**src/rtl/reset_seq_pkg.sv**
```systemverilog
// Shared types for the reset sequencer: FSM state encoding, RST_CAUSE bit positions, index helper.
// Pure declarations; no logic, no latency, no backpressure.
// Channel indices are fixed at 3 bits, which covers the 1..8 channel range.
package reset_seq_pkg;

  typedef enum logic [2:0] {
    ST_HOLD        = 3'd0,
    ST_WAIT_STABLE = 3'd1,
    ST_RELEASE     = 3'd2,
    ST_RUN         = 3'd3,
    ST_SW_HOLD     = 3'd4,
    ST_SW_WAIT     = 3'd5
  } seq_state_e;

  localparam int CAUSE_W    = 5;
  localparam int CAUSE_EXT  = 0;
  localparam int CAUSE_PLL  = 1;
  localparam int CAUSE_INIT = 2;
  localparam int CAUSE_FF   = 3;
  localparam int CAUSE_SW   = 4;

  localparam logic [CAUSE_W-1:0] CAUSE_RST_VAL = 5'b00001;

  // Index of the lowest set bit; 0 when nothing is set (callers gate on "any").
  function automatic logic [2:0] lowest_set(input logic [7:0] v);
    logic [2:0] r;
    r = 3'd0;
    for (int i = 7; i >= 0; i--) begin
      if (v[i]) r = 3'(i);
    end
    return r;
  endfunction

endpackage

```
**src/rtl/rst_sync_pf.sv**
```systemverilog
// Reset bridge / level synchroniser: asynchronous clear, synchronous shift of i_d.
// Latency DEPTH cycles from i_d to o_q; i_arst_n low clears o_q immediately.
// No backpressure; free-running shift register.
module rst_sync_pf #(
  parameter int DEPTH = 2
) (
  input  logic i_clk,
  input  logic i_arst_n,
  input  logic i_d,
  output logic o_q
);

  logic [DEPTH-1:0] r_sync;

  always_ff @(posedge i_clk or negedge i_arst_n) begin
    if (!i_arst_n) begin
      r_sync <= '0;
    end else begin
      r_sync <= {r_sync[DEPTH-2:0], i_d};
    end
  end

  assign o_q = r_sync[DEPTH-1];

endmodule

```
**src/rtl/reset_sequencer_mc.sv**
```systemverilog
// Multi-channel fabric reset sequencer; cause logging built only with RESET_CAUSE_LOG_EN defined.
// Latency: qualifier loss reaches the outputs SYNC_STAGES+1 cycles later; EXT_RST_N acts asynchronously.
// No backpressure; SW_RST_REQ is a level held by software until it wants the channels back.
module reset_sequencer_mc
  import reset_seq_pkg::*;
#(
  parameter int NUM_CH       = 4,
  parameter int STAGE_CYCLES = 16,
  parameter int SYNC_STAGES  = 2
) (
  input  logic              CLK,
  input  logic              EXT_RST_N,
  input  logic              PLL_LOCK,
  input  logic              INIT_DONE,
  input  logic              FF_US_RESTORE,
  input  logic [NUM_CH-1:0] SW_RST_REQ,
  input  logic              CAUSE_CLR,
  output logic [NUM_CH-1:0] FABRIC_RESET_N,
  output logic              SEQ_DONE,
  output logic [4:0]        RST_CAUSE
);

  localparam int               CNT_W    = $clog2(STAGE_CYCLES + 1);
  localparam logic [CNT_W-1:0] CNT_LAST = CNT_W'(STAGE_CYCLES - 1);
  localparam logic [CNT_W-1:0] CNT_SAT  = CNT_W'(STAGE_CYCLES);
  localparam logic [2:0]       IDX_LAST = 3'(NUM_CH - 1);

  logic w_rst_rel_n;
  logic w_pll_s;
  logic w_init_s;
  logic w_ff_s;
  logic w_qual;

  rst_sync_pf #(.DEPTH(2)) u_rst_bridge (
    .i_clk(CLK), .i_arst_n(EXT_RST_N), .i_d(1'b1), .o_q(w_rst_rel_n)
  );
  rst_sync_pf #(.DEPTH(SYNC_STAGES)) u_sync_pll (
    .i_clk(CLK), .i_arst_n(EXT_RST_N), .i_d(PLL_LOCK), .o_q(w_pll_s)
  );
  rst_sync_pf #(.DEPTH(SYNC_STAGES)) u_sync_init (
    .i_clk(CLK), .i_arst_n(EXT_RST_N), .i_d(INIT_DONE), .o_q(w_init_s)
  );
  rst_sync_pf #(.DEPTH(SYNC_STAGES)) u_sync_ff (
    .i_clk(CLK), .i_arst_n(EXT_RST_N), .i_d(FF_US_RESTORE), .o_q(w_ff_s)
  );

  // The bridged external reset is folded into qual so the FSM cannot leave HOLD early.
  assign w_qual = w_pll_s & w_init_s & ~w_ff_s & w_rst_rel_n;

  seq_state_e        r_state;
  logic [NUM_CH-1:0] r_fab;
  logic              r_done;
  logic [CNT_W-1:0]  r_cnt;
  logic [2:0]        r_idx;

  logic              w_sw_any;
  logic [2:0]        w_sw_lo;
  logic [2:0]        w_idx_nxt;
  logic [2:0]        w_rel_j;
  logic [2:0]        w_abort_j;
  logic [NUM_CH-1:0] w_rel_msk;
  logic [NUM_CH-1:0] w_keep;
  logic [CNT_W-1:0]  w_cnt_inc;
  logic              w_cnt_done;
  logic              w_last;
  logic              w_do_abort;
  logic              w_do_rel;

  assign w_sw_any   = |SW_RST_REQ;
  assign w_sw_lo    = lowest_set(8'(SW_RST_REQ));
  assign w_idx_nxt  = r_idx + 3'd1;
  assign w_cnt_inc  = (r_cnt == CNT_SAT) ? r_cnt : r_cnt + CNT_W'(1);
  assign w_cnt_done = (r_cnt == CNT_LAST);

  // A request above the next unreleased channel restarts from that channel, so none is skipped.
  always_comb begin
    w_rel_j   = 3'd0;
    w_abort_j = w_sw_lo;
    case (r_state)
      ST_RELEASE: begin
        w_rel_j   = w_idx_nxt;
        w_abort_j = (w_sw_lo < w_idx_nxt) ? w_sw_lo : w_idx_nxt;
      end
      ST_SW_HOLD, ST_SW_WAIT: begin
        w_rel_j   = r_idx;
        w_abort_j = (w_sw_lo < r_idx) ? w_sw_lo : r_idx;
      end
      default: ;
    endcase
  end

  assign w_rel_msk = NUM_CH'(1) << w_rel_j;
  assign w_keep    = (NUM_CH'(1) << w_abort_j) - NUM_CH'(1);
  assign w_last    = (w_rel_j == IDX_LAST);

  assign w_do_abort = w_sw_any && (r_state == ST_RELEASE || r_state == ST_RUN ||
                                   r_state == ST_SW_HOLD || r_state == ST_SW_WAIT);
  assign w_do_rel   = !w_do_abort && w_cnt_done &&
                      (r_state == ST_WAIT_STABLE || r_state == ST_RELEASE || r_state == ST_SW_WAIT);

  always_ff @(posedge CLK or negedge EXT_RST_N) begin
    if (!EXT_RST_N) begin
      r_state <= ST_HOLD;
      r_fab   <= '0;
      r_done  <= 1'b0;
      r_cnt   <= '0;
      r_idx   <= '0;
    end else if (!w_qual) begin
      r_state <= ST_HOLD;
      r_fab   <= '0;
      r_done  <= 1'b0;
      r_cnt   <= '0;
      r_idx   <= '0;
    end else if (w_do_abort) begin
      r_state <= ST_SW_HOLD;
      r_idx   <= w_abort_j;
      r_fab   <= r_fab & w_keep;
      r_done  <= 1'b0;
      r_cnt   <= '0;
    end else if (w_do_rel) begin
      r_fab <= r_fab | w_rel_msk;
      r_idx <= w_rel_j;
      r_cnt <= '0;
      if (w_last) begin
        r_state <= ST_RUN;
        r_done  <= 1'b1;
      end else begin
        r_state <= ST_RELEASE;
      end
    end else begin
      case (r_state)
        ST_HOLD: begin
          r_state <= ST_WAIT_STABLE;
          r_cnt   <= '0;
        end
        ST_WAIT_STABLE, ST_RELEASE, ST_SW_WAIT: r_cnt <= w_cnt_inc;
        ST_SW_HOLD: begin
          r_state <= ST_SW_WAIT;
          r_cnt   <= '0;
        end
        ST_RUN: ;
        default: r_state <= ST_HOLD;
      endcase
    end
  end

  assign FABRIC_RESET_N = r_fab;
  assign SEQ_DONE       = r_done;

`ifdef RESET_CAUSE_LOG_EN
  logic         r_pll_d;
  logic         r_init_d;
  logic         r_ff_d;
  logic [4:0]   r_cause;
  logic [4:0]   w_cause_set;

  always_comb begin
    w_cause_set             = '0;
    w_cause_set[CAUSE_PLL]  = r_pll_d & ~w_pll_s;
    w_cause_set[CAUSE_INIT] = r_init_d & ~w_init_s;
    w_cause_set[CAUSE_FF]   = ~r_ff_d & w_ff_s;
    w_cause_set[CAUSE_SW]   = w_sw_any;
  end

  // A new event in the clearing cycle survives the clear.
  always_ff @(posedge CLK or negedge EXT_RST_N) begin
    if (!EXT_RST_N) begin
      r_pll_d  <= 1'b0;
      r_init_d <= 1'b0;
      r_ff_d   <= 1'b0;
      r_cause  <= CAUSE_RST_VAL;
    end else begin
      r_pll_d  <= w_pll_s;
      r_init_d <= w_init_s;
      r_ff_d   <= w_ff_s;
      r_cause  <= (CAUSE_CLR ? 5'd0 : r_cause) | w_cause_set;
    end
  end

  assign RST_CAUSE = r_cause;
`else
  logic w_unused_cause_clr;
  assign w_unused_cause_clr = CAUSE_CLR;
  assign RST_CAUSE          = '0;
`endif

endmodule

```
**config.mk**
```make
export PLATFORM = sky130hd
export DESIGN_NAME = reset_sequencer_mc
export DESIGN_NICKNAME = d
export VERILOG_FILES = /design/src/rtl/reset_seq_pkg.sv /design/src/rtl/rst_sync_pf.sv /design/src/rtl/reset_sequencer_mc.sv
export SDC_FILE = /design/constraint.sdc
export NUM_CORES = 1
export LEC_CHECK = 0
export ABC_AREA = 0
export BUFFER_PORTS_ARGS = -buffer_cell sky130_fd_sc_hd__buf_4
export CAP_MARGIN = 20
export CORE_ASPECT_RATIO = 0.9
export CORE_MARGIN = 4
export CORE_UTILIZATION = 59
export CTS_BUF_LIST = sky130_fd_sc_hd__clkbuf_8
export DETAILED_ROUTE_END_ITERATION = 8
export HOLD_SLACK_MARGIN = 0.02
export PLACE_DENSITY = 0.8
export SLEW_MARGIN = 20
export SYNTH_ARGS = -nofsm -noshare
export SYNTH_HDL_FRONTEND = slang
export SYNTH_HIERARCHICAL = 1
export SYNTH_SLANG_ARGS = --single-unit
export TNS_END_PERCENT = 50
```
**constraint.sdc**
```tcl
create_clock -name CLK -period 3.3 [get_ports CLK]
set_clock_uncertainty 0.05 [all_clocks]
set_input_delay 0.66 -clock CLK [delete_from_list [all_inputs] [get_ports CLK]]
set_output_delay 0.66 -clock CLK [all_outputs]
set_load 0.05 [all_outputs]
```
==> results.tsv, run 1 <==
metric	value	unit
hold_buffers	0	
cts_setup_buffers	0	
power_density	296.6	mW/mm2
crit_fanout	3	
antenna_left	0	
die_x	62.08	um
outcome	complete, no violations	
drc	0	
synth_seq_cells	24	
seq_power_share	0.561	
net-switching-power	130.5	uW
r2r-start	r_idx[1]$_DFFE_PN0P_	
power.leakage	0.0007601	uW
first_pass_iters	4	
max_stage_delay	0.36	ns
min_period	3.193	ns
final-seq-area	600.6	um2
cts_buffer_depth	2	
die_area	0.003518	mm2
crit_path_top_delay_cell	a221o_1	
yosys_warnings	6	
syn2layout_area_growth	16.68	%
critPathBufInv	1	
grtUsageTotal	0.2329	
pwr-share-comb	0.128	
synth_seq_area_share	0.3868	
hp-class	input port to asynchronous set/reset pin	
grt_max_degree	25	
start_util	0.6239	
postSynthCellCount	180	
finalPower	537.4	uW
startpoint	SW_RST_REQ[1]	
cp_cell_sequence	buf_4, or2_2, nor2_4, ha_4, or2_2, a221oi_4, nor2_2, or2_2, ha_2, nor4b_1, a221o_1, a211oi_2	
crit_arrival	3.32	ns
multi_input_area	913.4	um2
dp_slack	-0.2249	ns
syn_area_per_cell	8.626	um2
n_antenna_cell	0	
setup_viol	0	
via_count	1406	
reg2reg_slack	0.18	ns
ios	20	
finalHoldViolCount	0	
finalCritPeriodShare	0.9676	
clk_pin_slew	0.08	ns
fp.coreArea	0.002489	mm2
root_buffer	clkbuf_8	
viasPerCell	6.167	
antenna_found_initial	0	
cp.required	3.43	ns
portBuffers	13	
drt_iter0_drc	89	
drive_above_1_share	0.2050	
drt_wl_total	3637	um
crit_top_cell	or2_2	
synth_edf_count	0	
clockPowerShare	0.311	
layout_setup_ws	0.1068	ns
cts_tree	yes	
async_flop_share	1.000	
synth_ff_type	dfrtp_1	
dp_hpwl	2767	um
stdcell_count	228	
numCtsBuffers	3	
synthesis.area	0.001553	mm2
insertion_delay	0.26	ns
rr_worst_depth	11	
max_freq	313.2	MHz
dp_cells	225	
route.detailed.wl_per_inst	15.95	um
drv_cap	0	
timing.rr.end	FABRIC_RESET_N[2]$_DFFE_PN0P_	
clock-sinks	24	
startpoint_type	input port	
crit_family	simple AND/OR/NAND/NOR gates	
vdd_drop_max	0.3436	mV
num-nets-final	219	
die_h	56.67	um
crit_path_end_kind	flip-flop	
drv_slew	0	
overflow	0	
rows	17	
grt_pass1_vias	1377	
fillers	174	
grt_first_pass_wirelength	6223	um
gp_congestion	0.8481	
p_sw_frac	0.2429	
critPathKind	input port to flip-flop	
h-tree-depth	1	
ys_types	48	
internal_power	406.8	uW
## through the flow
stage / hold slack [ns] / util / TNS, ns / cell area, um2
4_1_cts: 0.2394 / 0.7159 / 0 / 1782
5_1_grt: 0.2421 / 0.7280 / -0.005075 / 1812
3_3_place_gp: 0.2815 / 0.6993 / -0.07600 / 1740
6_report: 0.2228 / 0.7280 / 0 / 1812
3_5_place_dp: 0.2847 / 0.6993 / -0.2249 / 1740
2_1_floorplan: 0.2812 / - / 0 / 1588
## power groups by stage
| stage | Combinational [uW] | Clock [uW] | Sequential, uW |
|---|---|---|---|
| after global routing | 76.5 | 180 | 302 |
| final | 68.9 | 167 | 301 |
| after CTS | 66.8 | 170 | 301 |
| after floorplan | 41.7 | 0 | 307 |
| after global placement | 63.4 | 0 | 307 |
| after detailed placement | 66.4 | 0 | 307 |
## per-layer routing
layer,up-vias,part of all wire,GRT usage
met5,-,0,0
met4,0,0.0085,0.04848
met3,6,0.047,0.04138
met2,46,0.52,0.3876
met1,679,0.43,0.3099
li1,675,-,-
## state kept, by name, summed over array words and instances (netlist names)
signal	flops
FABRIC_RESET_N	4
SEQ_DONE	1
r_cnt	5
r_idx	3
r_state	3
u_rst_bridge/r_sync	2
u_sync_ff/r_sync	2
u_sync_init/r_sync	2
u_sync_pll/r_sync	2
## Yosys cell counts (2+ instances only)
library cell / instances / area [um2]
nor2b_1: 5 / 31.28
clkbuf_1: 4 / 15.01
a21oi_1: 15 / 75.07
o21ai_0: 11 / 55.05
and3_1: 2 / 12.51
nand4b_1: 2 / 17.52
nand4_1: 2 / 12.51
o21a_1: 2 / 15.01
nor3_1: 4 / 20.02
inv_1: 9 / 33.78
a21boi_0: 2 / 15.01
conb_1: 2 / 7.510
or2_2: 3 / 18.77
dfrtp_1: 24 / 600.6
a211oi_1: 2 / 15.01
ha_1: 7 / 87.58
nand3_1: 6 / 30.03
o211ai_1: 2 / 15.01
and2_1: 3 / 18.77
nor3b_1: 3 / 22.52
nor2_1: 20 / 75.07
buf_2: 2 / 10.01
nand2b_1: 6 / 37.54
nand2_1: 13 / 48.80
buf_4: 6 / 45.04
## worst max path at each step
stage | endpoint | slack (ns) | depth (start not counted)
after floorplan | FABRIC_RESET_N[2]$_DFFE_PN0P_ | 0.02 | 11
after global placement | FABRIC_RESET_N[2]$_DFFE_PN0P_ | -0.08 | 12
after detailed placement | FABRIC_RESET_N[2]$_DFFE_PN0P_ | -0.22 | 12
after CTS | FABRIC_RESET_N[2]$_DFFE_PN0P_ | 0.03 | 12
after global routing | FABRIC_RESET_N[2]$_DFFE_PN0P_ | -0.005 | 12
final | FABRIC_RESET_N[2]$_DFFE_PN0P_ | 0.11 | 12
## area by class of cell
cell class              instances  share of cell area
repair buffers                 25              0.1036
multi-input cells             139              0.5041
well taps                      28             0.01934
inverters                       9             0.01865
clock buffers                   3             0.02279
flip-flops and latches         24              0.3315
## cells by family (layout without fill, tap and decap cells)
family	after synthesis	count (layout)	synth area share
simple gates	76	76	0.2667
compound gates	49	49	0.2127
flops	24	24	0.3868
buf+inv	21	37	0.06688
fa+ha+maj	7	7	0.05640
other cells	2	6	0.004837
xor+xnor	1	1	0.005642
## cells in the final DEF (no fill, tap or decap), types with 2 or more instances in the layout
cell / Yosys / routed
o21ai_0: 11 / 11
ha_2: 0 / 2
and2_1: 3 / 3
a21oi_1: 15 / 15
or2_2: 3 / 3
nand4b_1: 2 / 2
o211ai_1: 2 / 2
o21a_1: 2 / 2
nand2b_1: 6 / 6
inv_1: 9 / 9
clkbuf_8: 0 / 3
a21boi_0: 2 / 2
ha_1: 7 / 4
nor2_1: 20 / 18
buf_4: 6 / 25
nor3_1: 4 / 4
dfrtp_1: 24 / 24
nor2b_1: 5 / 5
nand2_1: 13 / 13
nand4_1: 2 / 2
nor3b_1: 3 / 3
and3_1: 2 / 2
conb_1: 2 / 6
nand3_1: 6 / 6
## what timing repair did
| item | 4_1_cts | 5_1_grt |
|---|---|---|
| gates resized for setup | 0 | 6 |
| endpoints found under the setup margin | 0 | 1 |
| hold endpoints to repair | 0 | 0 |
Power figures use the tool's default switching activity.
==> run 2: changes to the inputs <==
- REMOVE_ABC_BUFFERS: not set -> 1
==> results.tsv, run 2 (same netlist as run 1, synthesis figures left out) <==
metric	value	unit	change
crit_path_end_kind	flip-flop		
drv_cap	0		unchanged
viasPerCell	6.089		-1.3%
start_util	0.6239		unchanged
ios	20		unchanged
cts_buffer_depth	2		unchanged
rsz0062_at_grt	no		
finalCritPeriodShare	0.9625		-0.005108
grt_pass1_vias	1377		unchanged
min_period	3.176	ns	-0.01686 ns
stdcell_count	236		+3.5%
vdd_drop_max	0.4880	mV	+42%
die_area	0.003518	mm2	unchanged
drc	0		unchanged
hp-class	input port to asynchronous set/reset pin		
reg2reg_slack	0.29	ns	+0.11 ns
drv_slew	0		unchanged
grt_first_pass_wirelength	6451	um	+3.7%
antenna_found_initial	0		unchanged
setup_viol	0		unchanged
dp_cells	232		+3.1%
clk_pin_slew	0.09	ns	about the same
root_buffer	clkbuf_8		
rows	17		unchanged
multi_input_area	880.8	um2	-3.6%
crit_fanout	2		-1
drt_wl_total	3821	um	+5.1%
crit_arrival	3.32	ns	about the same
fp.coreArea	0.002489	mm2	unchanged
numCtsBuffers	3		unchanged
final-seq-area	600.6	um2	unchanged
route.detailed.wl_per_inst	16.19	um	+1.5%
insertion_delay	0.27	ns	about the same
fin_tns_setup	0	ns	unchanged
critPathKind	input port to flip-flop		
syn2layout_area_growth	19.90	%	
layout_setup_ws	0.1237	ns	+0.01686 ns
regMostFlops	r_cnt		
cts_tree	yes		
startpoint_type	input port		
fillers	181		+4.0%
cp.required	3.44	ns	about the same
gp_congestion	0.8371		-1.3%
drive_above_1_share	0.2212		+0.01615
final_core_util	0.7481		+0.02011
antenna_left	0		unchanged
drt_iter0_drc	130		+46%
dp_slack	-0.2576	ns	-0.03273 ns
first_pass_iters	4		unchanged
num-nets-final	226		+3.2%
h-tree-depth	1		unchanged
finalHoldViolCount	0		unchanged
final_common_cell	buf_4		
largest_reg_flops	5		unchanged
whs	0.2190	ns	-0.003779 ns
die_h	56.67	um	unchanged
clock-sinks	24		unchanged
grt_max_degree	25		unchanged
dp_hpwl	2761	um	-0.22%
power_density	339.7	mW/mm2	+15%
overflow	0		unchanged
via_count	1437		+2.2%
n_antenna_cell	0		unchanged
power.leakage	0.0008057	uW	+6.0%
outcome	complete, no violations		
die_x	62.08	um	unchanged
layout_common_cells	32 x buf_4, 24 x dfrtp_1, 19 x nor2_1		
grtUsageTotal	0.2414		+0.008506
max_freq	314.8	MHz	+0.53%
portBuffers	13		unchanged
[run 2: layout make-up]
type,count,area share
clock buffers,3,0.02218
clock inverters,1,0.01613
inverters,9,0.01815
multi-input cells,139,0.4731
flip-flops and latches,24,0.3226
well taps,28,0.01882
repair buffers,32,0.1290
[run 2: per-layer routing]
layer | global-route usage | vias to the layer above | wire length, um
li1 | - | 688 | -
met1 | 0.3449 | 689 | 1666
met2 | 0.3817 | 56 | 1868
met3 | 0.05057 | 4 | 256
met4 | 0.03030 | 0 | 31
met5 | 0 | - | 0
[run 2: path summary, 6_finish.rpt]
kind	from	to	depth (start not counted)
max	SW_RST_REQ[1]	FABRIC_RESET_N[2]$_DFFE_PN0P_	13
min	EXT_RST_N	r_idx[2]$_DFFE_PN0P_	1
max reg2reg	r_idx[1]$_DFFE_PN0P_	FABRIC_RESET_N[2]$_DFFE_PN0P_	12
min reg2reg	u_sync_init/r_sync[0]$_DFF_PN0_	u_sync_init/r_sync[1]$_DFF_PN0_	0
max in group asynchronous	EXT_RST_N	FABRIC_RESET_N[3]$_DFFE_PN0P_	1
min in group CLK	u_sync_init/r_sync[0]$_DFF_PN0_	u_sync_init/r_sync[1]$_DFF_PN0_	0
[run 2: critical path, stage by stage]
cell and delay (ns):
buf_4 0.11, or2_2 0.30, nor2_2 0.12, buf_4 0.13, ha_1 0.22, o21a_1 0.18
a221oi_2 0.30, nor2_1 0.09, or2_2 0.28, ha_1 0.21, nor4b_1 0.15, a221o_1 0.36
a211oi_2 0.19
[run 2: repair_timing]
action / 4_1_cts / 5_1_grt
setup buffers: 0 / 0
setup endpoints to repair: 0 / 1
hold buffers: 0 / 0
gates resized for setup: 0 / 5
[run 2: power by group]
group / internal (uW) / switching (uW) / total, uW
registers: 299 / 2.22 / 301
clock network: 162 / 96.2 / 258
logic: 29.5 / 43.2 / 72.8
[run 2: through the flow]
stage,cell area (um2),power [uW]
2_1_floorplan,1498,342.1
3_3_place_gp,1773,374.2
3_5_place_dp,1773,377.9
4_1_cts,1844,632.6
5_1_grt,1862,657.2
6_report,1862,632.5
==> run 3: changes to the inputs <==
- RECOVER_POWER: not set -> 25
==> results.tsv, run 3 (same netlist as run 1, synthesis figures left out) <==
metric	value	unit	change
outcome	complete, no violations		
grt_pass1_vias	1377		unchanged
drive_above_1_share	0.2163		-0.004808
via_count	1437		unchanged
rows	17		unchanged
largest_reg_flops	5		unchanged
cts_buffer_depth	2		unchanged
max_freq	314.8	MHz	unchanged
crit_family	compound AO/OA/AOI/OAI gates		
antenna_left	0		unchanged
power.leakage	0.0008021	uW	-0.45%
dp_hpwl	2761	um	unchanged
reg2reg_slack	0.29	ns	about the same
whs	0.3041	ns	+0.08506 ns
stdcell_area	0.001858	mm2	-0.20%
max_stage_delay	0.36	ns	about the same
rr_worst_depth	12		unchanged
clockPowerShare	0.409		about the same
holdPathEnd	u_sync_init/r_sync[1]$_DFF_PN0_		
grt_first_pass_wirelength	6451	um	unchanged
finalHoldViolCount	0		unchanged
p_sw_frac	0.2242		about the same
dp_slack	-0.2576	ns	unchanged
die_x	62.08	um	unchanged
layout_common_cells	31 x buf_4, 24 x dfrtp_1, 19 x nor2_1		
critPathBufInv	2		unchanged
fillers	181		unchanged
clk_pin_slew	0.08	ns	about the same
r2r-start	r_idx[1]$_DFFE_PN0P_		
place_area	0.001773	mm2	unchanged
drv_cap	0		unchanged
syn2layout_area_growth	19.66	%	
final-seq-area	600.6	um2	unchanged
power_density	340.1	mW/mm2	+0.11%
fin_tns_setup	0	ns	unchanged
internal_power	490.3	uW	-0.12%
crit_arrival	3.32	ns	about the same
antenna_found_initial	0		unchanged
finalCritPeriodShare	0.9625		unchanged
crit_fanout	2		unchanged
hold_start	u_sync_init/r_sync[0]$_DFF_PN0_		
relSlewSlack	0.1616		
regMostFlops	r_cnt		
insertion_delay	0.27	ns	about the same
first_pass_iters	4		unchanged
startpoint_type	input port		
overflow	0		unchanged
drt_wl_total	3820	um	about the same
clock-sinks	24		unchanged
route.detailed.wl_per_inst	16.19	um	about the same
root_buffer	clkbuf_8		
holdPathStages	0		
hp-class	flip-flop to flip-flop		
final_core_util	0.7466		-0.001509
cts_tree	yes		
num-nets-final	226		unchanged
crit_path_top_delay_cell	a221o_1		
n_antenna_cell	0		unchanged
min_period	3.176	ns	unchanged
multi_input_area	880.8	um2	unchanged
drc	0		unchanged
h-tree-depth	1		unchanged
gp_congestion	0.8371		unchanged
grt_max_degree	25		unchanged
cts_setup_buffers	0		unchanged
cp.required	3.44	ns	about the same
timing.rr.end	FABRIC_RESET_N[2]$_DFFE_PN0P_		
viasPerCell	6.089		unchanged
setup_viol	0		unchanged
crit_path_end_kind	flip-flop		
fp.coreArea	0.002489	mm2	unchanged
numCtsBuffers	3		unchanged
rsz0062_at_grt	no		
drv_slew	0		unchanged
die_area	0.003518	mm2	unchanged
cp_cell_sequence	buf_4, or2_2, nor2_2, buf_4, ha_1, o21a_1, a221oi_2, nor2_1, or2_2, ha_1, nor4b_1, a221o_1, a211oi_2		
worst_pin_slew	1.258	ns	
grtUsageTotal	0.2414		unchanged
seq_power_share	0.477		about the same
drt_iter0_drc	130		unchanged
die_h	56.67	um	unchanged
final_common_cell	buf_4		
vdd_drop_max	0.4880	mV	about the same
start_util	0.6239		unchanged
ios	20		unchanged
portBuffers	13		unchanged
net-switching-power	141.7	uW	about the same
layout_setup_ws	0.1237	ns	unchanged
pwr-share-comb	0.114		about the same
critPathKind	input port to flip-flop		
-- run 3: area by class of cell --
class / count / share of cell area
clock inverters: 1 / 0.01616
inverters: 9 / 0.01818
clock buffers: 3 / 0.02222
flip-flops and latches: 24 / 0.3232
multi-input cells: 139 / 0.4741
repair buffers: 32 / 0.1273
well taps: 28 / 0.01886
-- run 3: power by group through the flow --
| stage | sequential, uW | combinational, uW | clock, uW |
|---|---|---|---|
| floorplan | 307 | 34.8 | 0 |
| global placement | 307 | 67.6 | 0 |
| detailed placement | 307 | 70.9 | 0 |
| CTS | 301 | 71.3 | 260 |
| global route | 302 | 79.0 | 276 |
| finish | 301 | 72.2 | 258 |
-- run 3: how the worst max path moves through the flow --
stage / start / endpoint / slack, ns / cells after the start
after floorplan: SW_RST_REQ[1] / FABRIC_RESET_N[2]$_DFFE_PN0P_ / -0.17 / 11
after global placement: SW_RST_REQ[1] / FABRIC_RESET_N[2]$_DFFE_PN0P_ / -0.21 / 12
after detailed placement: SW_RST_REQ[1] / FABRIC_RESET_N[2]$_DFFE_PN0P_ / -0.26 / 12
after CTS: SW_RST_REQ[1] / FABRIC_RESET_N[2]$_DFFE_PN0P_ / 0.03 / 12
after global routing: SW_RST_REQ[1] / FABRIC_RESET_N[2]$_DFFE_PN0P_ / 0.01 / 13
final: SW_RST_REQ[1] / FABRIC_RESET_N[2]$_DFFE_PN0P_ / 0.12 / 13
-- run 3: per-layer routing --
metal | vias up | routed length (um) | global-route usage
li1 | 688 | - | -
met1 | 689 | 1665 | 0.3449
met2 | 56 | 1867 | 0.3817
met3 | 4 | 255 | 0.05057
met4 | 0 | 31 | 0.03030
met5 | - | 0 | 0
-- run 3: repair_timing --
item	4_1_cts	5_1_grt
resized for setup	0	5
hold buffers	0	0
endpoints found under the hold margin	0	0
setup endpoints to repair	0	1
-- run 3: stage by stage --
stage	cells	total power, uW
after global routing	236	656.6
after CTS	236	632.6
after floorplan	172	342.1
after global placement	232	374.2
final	236	632.0
after detailed placement	232	377.9
